### src/rtl/fft_stage_ctrl.sv
// fft_stage_ctrl
// Buffers one frame of N complex samples, then walks the pairs
// (x[j], x[j+N/2]) through an external registered complex adder, handing
// each sum downstream over a valid/ready handshake.
module fft_stage_ctrl #(
    parameter int N  = 16,
    parameter int DW = 32
) (
    input  logic                    clk,
    input  logic                    rst,
    input  logic                    in_valid,
    output logic                    in_ready,
    input  logic [DW-1:0]           in_real,
    input  logic [DW-1:0]           in_imag,
    output logic                    add_valid,
    output logic [DW-1:0]           add_real_a,
    output logic [DW-1:0]           add_imag_a,
    output logic [DW-1:0]           add_real_b,
    output logic [DW-1:0]           add_imag_b,
    input  logic [DW-1:0]           add_real_out,
    input  logic [DW-1:0]           add_imag_out,
    output logic                    out_valid,
    input  logic                    out_ready,
    output logic [DW-1:0]           out_real,
    output logic [DW-1:0]           out_imag,
    output logic [$clog2(N)-2:0]    out_idx,
    output logic                    frame_done
);

    localparam int AW = $clog2(N);
    localparam int IW = AW - 1;
    localparam logic [AW-1:0] WLAST = AW'(N - 1);
    localparam logic [IW-1:0] JLAST = IW'(N / 2 - 1);

    typedef enum logic [1:0] {
        LOAD,
        ISSUE,
        OUT,
        DONE
    } state_t;

    state_t state;
    state_t state_nxt;

    logic [AW-1:0] wcnt;
    logic [IW-1:0] j;

    logic [DW-1:0] sample_re [N];
    logic [DW-1:0] sample_im [N];

    // State register; reset abandons any partial frame immediately
    always_ff @(posedge clk or posedge rst) begin
        if (rst) begin
            state <= LOAD;
        end else begin
            state <= state_nxt;
        end
    end

    // Next-state and handshake/strobe decode, all derived from the registered state
    always_comb begin
        state_nxt  = state;
        in_ready   = 1'b0;
        add_valid  = 1'b0;
        out_valid  = 1'b0;
        frame_done = 1'b0;
        case (state)
            LOAD: begin
                in_ready = 1'b1;
                if (in_valid && (wcnt == WLAST)) begin
                    state_nxt = ISSUE;
                end
            end
            ISSUE: begin
                add_valid = 1'b1;
                state_nxt = OUT;
            end
            OUT: begin
                out_valid = 1'b1;
                if (out_ready) begin
                    state_nxt = (j == JLAST) ? DONE : ISSUE;
                end
            end
            DONE: begin
                frame_done = 1'b1;
                state_nxt  = LOAD;
            end
            default: begin
                state_nxt = LOAD;
            end
        endcase
    end

    // Write pointer and pair index; the write pointer wraps naturally after N samples
    always_ff @(posedge clk or posedge rst) begin
        if (rst) begin
            wcnt <= '0;
            j    <= '0;
        end else begin
            if ((state == LOAD) && in_valid) begin
                wcnt <= wcnt + AW'(1);
            end
            if ((state == OUT) && out_ready) begin
                j <= (j == JLAST) ? '0 : j + IW'(1);
            end
        end
    end

    // Sample buffer is deliberately not reset; every frame rewrites all entries before use
    always_ff @(posedge clk) begin
        if ((state == LOAD) && in_valid) begin
            sample_re[wcnt] <= in_real;
            sample_im[wcnt] <= in_imag;
        end
    end

    assign add_real_a = sample_re[{1'b0, j}];
    assign add_imag_a = sample_im[{1'b0, j}];
    assign add_real_b = sample_re[{1'b1, j}];
    assign add_imag_b = sample_im[{1'b1, j}];

    assign out_real = add_real_out;
    assign out_imag = add_imag_out;
    assign out_idx  = j;

endmodule

### config.mk
export PLATFORM = sky130hd
export DESIGN_NAME = fft_stage_ctrl
export DESIGN_NICKNAME = d
export VERILOG_FILES = /design/src/rtl/fft_stage_ctrl.sv
export SDC_FILE = /design/constraint.sdc
export NUM_CORES = 1
export LEC_CHECK = 0
export CAP_MARGIN = 25
export CORE_ASPECT_RATIO = 0.6
export CORE_MARGIN = 1
export CORE_UTILIZATION = 50
export CTS_CLUSTER_DIAMETER = 50
export DETAILED_ROUTE_END_ITERATION = 7
export GPL_ROUTABILITY_DRIVEN = 0
export PLACE_DENSITY = 0.78
export SLEW_MARGIN = 5
export SYNTH_ARGS = -nofsm -noshare
export SYNTH_HDL_FRONTEND = slang
export SYNTH_SLANG_ARGS = --single-unit
### constraint.sdc
create_clock -name clk -period 2.75 [get_ports clk]
set_input_delay 0.825 -clock clk [delete_from_list [all_inputs] [get_ports clk]]
set_output_delay 0.825 -clock clk [all_outputs]
set_load 0.02 [all_outputs]
After elaboration in Yosys (flattened, before gate mapping)

Memories as Yosys holds them, arrays and structs flattened.
Cells that the tools add are included.

Flip-flop bits (word level): 9
Bits of input ports: 132
ROM bits: 0
Memories kept: 2
Latch bits: 0
Memory bits (writable): 1024
Output and inout port bits: 199

Memories:

| name      | words | bits a word | read ports | clocked after memory_dff | write ports | RTL line | text |
|---|---|---|---|---|---|---|---|
| sample_im | 16    | 32          | 2          | 0                        | 1           | 49       | `logic [DW-1:0] sample_im [N];` |
| sample_re | 16    | 32          | 2          | 0                        | 1           | 48       | `logic [DW-1:0] sample_re [N];` |

Muxes and demuxes: 11
Add/sub/neg operators: 2
Reduce and logical (&&, ||, !) cells: 5
Equal/unequal tests: 7
Div/mod/pow operators: 0
Multipliers: 0
Bitwise operators: 0
Shifts and indexed selects: 0
Magnitude comparators: 0

Operators by type and width:

| kind                | count |
|---|---|
| $pmux 2 s4          | 1 |
| $mux 1              | 6 |
| $mux 2              | 3 |
| $add 4x1->4 const B | 1 |
| $eq 2x2->1 const B  | 2 |
| $eq 4x4->1 const B  | 1 |
| $ne 2x2->1 const B  | 2 |
| $add 3x1->3 const B | 1 |
| $eq 3x3->1 const B  | 1 |
| $logic_and 1x1->1   | 3 |
| $mux 3              | 1 |
| $eq 2x1->1 const B  | 1 |
| $logic_not 2->1     | 1 |
| $reduce_and 2->1    | 1 |

Depth between registers and ports, before layout

Depth after elaboration: 4
Mapped depth: 5
Mapped depth without buffers: 4

Worst setup path after synthesis

No wires, ideal clock.

Kind: input-to-reg
From: input in_valid
To: memory sample_im[0][0] (enable)
Arrival time: 2725 ps
Library setup time: 429 ps
Data required time: 2321 ps
Cell stages on the path: 3
Slack: -404 ps
Cell sequence: nand2b_1 > nor4_1 > and2_1

Word-level cells in the longest chain between the ends: 3

Ends and longest elaborated chain:

| element                      | RTL line | text |
|---|---|---|
| start: declaration           | 11       | `input logic in_valid,` |
| $logic_and 1x1->1            | 111      | `if ((state == LOAD) && in_valid) begin` |
| $mux 1                       | 111      |  |
| $mux 1 (implied by the code) | 113      | `sample_im[wcnt] <= in_imag;` |
| end: declaration             | 49       |  |

No other way between the ends.

Worst setup path in the final report

From: register j[0], in the netlist out_idx[0]
To: output add_imag_b[20]

Word-level cells in the longest chain between the ends: 1

Ends and longest elaborated chain:

| element                  | RTL line | text |
|---|---|---|
| start: declaration       | 46       | `logic [IW-1:0] j;` |
| start signal: assignment | 104      | `j <= (j == JLAST) ? '0 : j + IW'(1);` |
| $mem_v2 16x32            | n/a      |  |
| end: declaration         | 19       | `output logic [DW-1:0] add_imag_b,` |

No other way between the ends.

==> results by group <==
STA
  – Finish-stage setup viols: about 130
  – Relative slew slack: 0.563
  – Tcrit/Tclk final: 1.28
  – RSZ-0062 raised after global routing: yes
  – Final worst-path setup slack: -0.760 ns
  – Fin. Hold Viols: 0
  – Worst-Margin Slew: 0.653 ns
  – Worst Hold Margin: 0.442 ns
  – Final slew viol count: 0
  – Skew final: 0.0200 ns
  – F_max: 0.285 GHz
  – Post-route setup TNS: -83.23 ns
  – Tmin final: 3.51 ns

Outcome
  – Violated checks: setup timing
  – Status: complete, but fails checks

Placed design
  – Post-DP HPWL: a little over 50 mm
  – Count of input and output buffers: 202

GRT
  – Initial antenna violation count: 3
  – Overall routing resource usage: 0.230
  – Largest net degree at the start of global routing: between 40 and 50
  – Vias in the first global route: 19200
  – GRT overflow: 0
  – First-pass GRT wire length: roughly 130 mm

Drt
  – Post-DRT Antenna Nets: 0
  – DR WL met2: approximately 46 mm
  – Vias/cell: 5.99
  – Routed wl met3: between 6 and 7 mm
  – Pre-Repair DR Iteration Count: 6
  – WL/cell: between 30 and 40 um
  – Post-route DRC: 0
  – Highest metal used: met5
  – Iter 0 DRT Violations: around 1800
  – Total wire length: 93.3 mm
  – WL met1: roughly 39 mm
  – Via count: 18400

Critical path
  – Flop2flop setup slack: around 0.8 ns
  – Crit path launch: out_idx[0]
  – Critical path peak fanout: 8
  – R2r endpoint: sample_im[2][13]
  – Required time of the critical path: 1.93 ns
  – Arrival time worst endpoint: 2.69 ns
  – Endpoint type of the worst setup path: output port
  – R2R cell count: 6
  – Worst R2R Start: state[1]
  – Worst Setup Path Type: reg -> out
  – Worst Setup Start Kind: flop

Clock network
  – Clk sinks: just over 1000
  – Worst-path clk slew: roughly 0.070 ns
  – Clk Latency, worst-skew pair: 0.68 ns
  – Maximum clock path buffer count: 3
  – CTS Buf Count: 92
  – Clock root cell: clkbuf_16
  – CTS tree: done
  – Hold_buf cts: 0
  – H-tree depth: 3

Yosys
  – Synth Register Bits: 1033
  – Sequential element share of the synthesized area: 0.776
  – Avg Cell Area, Syn: 24.9 um^2
  – Post-synthesis net count: 1743
  – Syn Inst Count: 1605
  – Unique masters post-synth: 27
  – Cell area after synthesis: 0.0399 mm^2
  – Ys Warns: 0

Min path
  – Min-delay worst type: in -> async

Floorplanning
  – Initial Util: 0.510
  – Die X: 367 um
  – Die height: 221 um
  – Die area: around 0.081 mm^2
  – Rows: 79
  – I/O pins: about 330
  – Core Box Area: 0.0782 mm^2

Finish
  – Filler cell count: 5087
  – Area grow syn2layout: 22.0%
  – Ant. Diodes: 0
  – Final #Nets: about 2100
  – Ratio of cells with drive above 1 in the final layout: 0.409
  – Most frequent cells in the layout: edfxtp_1 (1024), mux4_2 (239), buf_6 (128), mux2_4 (110), clkbuf_16 (99)
  – Commonest non-fill, non-tap cell in the layout: edfxtp_1

Pwr
  – Lkg Pwr: 0.0160 uW
  – P_int: 35600 uW
  – Switching pwr: 14300 uW
  – VDD IR max: 0.712 mV
  – Sw frac: 0.287
  – Flop pwr share: 0.387
  – Clock network fraction of total power: 0.251
  – Gate power share: 0.362
  – Pwr/cell area: 1030 mW/mm^2

Job
  – MaxCap Viol Count: 0
-- per-stage QoR --
stage | total power [uW] | utilization | setup slack, ns | instance area [um^2] | instances
final | 49900 | 0.622 | -0.760 | 48700 | 3072
after floorplan | 28000 | - | 0.112 | 39900 | 1605
after detailed placement | 34300 | 0.568 | -0.454 | 44400 | 2855
after CTS | 49600 | 0.620 | -0.817 | 48500 | 3068
after global placement | 34000 | 0.568 | -0.445 | 44400 | 2855
after global routing | 51600 | 0.622 | -0.829 | 48700 | 3072
-- worst max-delay path, cell delays in order, from the launching register on --
cell	delay (ns)
dfrtp_4	0.50
buf_12	0.16
buf_16	0.15
buf_12	0.14
buf_16	0.14
mux4_2	0.44
mux2_4	0.31
buf_6	0.14
-- power by group through the flow --
stage | sequential [uW] | clock [uW] | combinational [uW]
finish | 19300 | 12500 | 18100
global route | 19400 | 13300 | 18900
CTS | 19300 | 12700 | 17600
detailed placement | 19600 | 0 | 14700
global placement | 19500 | 0 | 14500
floorplan | 19400 | 0 | 8560
-- layer usage --
metal	vias up	GRT usage
li1	7471	-
met1	9910	0.324
met2	865	0.370
met3	152	0.0517
met4	6	0.0530
met5	-	0
-- flip-flops by register name, summed over array words and instances, names as in the netlist --
signal	flops
out_idx	3
state	2
sample_re	512
wcnt	4
sample_im	512
-- cells by family (layout without fill, tap and decap cells) --
family	count (synthesis)	in the layout	synth area share
AO/OA/AOI/OAI	3	3	0.000533
adder cells (fa/ha/maj)	6	6	0.00188
multiplexers	387	387	0.191
buffers and inverters	139	553	0.0246
AND/OR/NAND/NOR	34	34	0.00496
XOR/XNOR	3	3	0.000659
flip-flops	1033	1033	0.776
-- worst max-delay path by stage --
stage | cells after the start | endpoint
2_1_floorplan | 5 | add_imag_a[23]
3_3_place_gp | 5 | add_imag_a[27]
3_5_place_dp | 5 | add_imag_a[19]
4_1_cts | 7 | add_real_b[1]
5_1_grt | 7 | add_imag_b[20]
6_report | 7 | add_imag_b[20]
-- cell type report --
class | instances | area [um^2] | area share
repair buffers | 389 | 5380 | 0.111
clock inverters | 47 | 425 | 0.00874
clock buffers | 114 | 2450 | 0.0503
multi-input cells | 433 | 8080 | 0.166
inverters | 3 | 11.3 | 0.000231
well taps | 1053 | 1320 | 0.0271
flip-flops and latches | 1033 | 31000 | 0.637
-- Yosys cell counts --
master / instances / area share
a21o_1: 1 / 0.00019
a22o_1: 1 / 0.00022
and2_1: 17 / 0.0027
buf_1: 12 / 0.0011
buf_2: 10 / 0.0013
buf_4: 64 / 0.012
buf_6: 23 / 0.0065
buf_8: 3 / 0.0011
clkbuf_1: 24 / 0.0023
dfrtp_1: 9 / 0.0056
edfxtp_1: 1024 / 0.77
ha_1: 6 / 0.0019
inv_1: 3 / 0.00028
mux2_2: 131 / 0.037
mux4_1: 101 / 0.067
mux4_2: 155 / 0.087
nand2_1: 3 / 0.00028
nand2b_1: 3 / 0.00047
nand3b_1: 1 / 0.00019
nand4_1: 1 / 0.00016
nor2_1: 3 / 0.00028
nor2b_1: 2 / 0.00031
nor3_1: 2 / 0.00025
nor3b_1: 1 / 0.00019
nor4_1: 1 / 0.00016
o21ai_0: 1 / 0.00013
xnor2_1: 3 / 0.00066
-- timing repair --
action | CTS | global route
resized for setup | 856 | 131
gates cloned | 19 | 4
buffers inserted | 35 | 10
setup endpoints to repair | 135 | 130
Power figures use the tool's default switching activity.
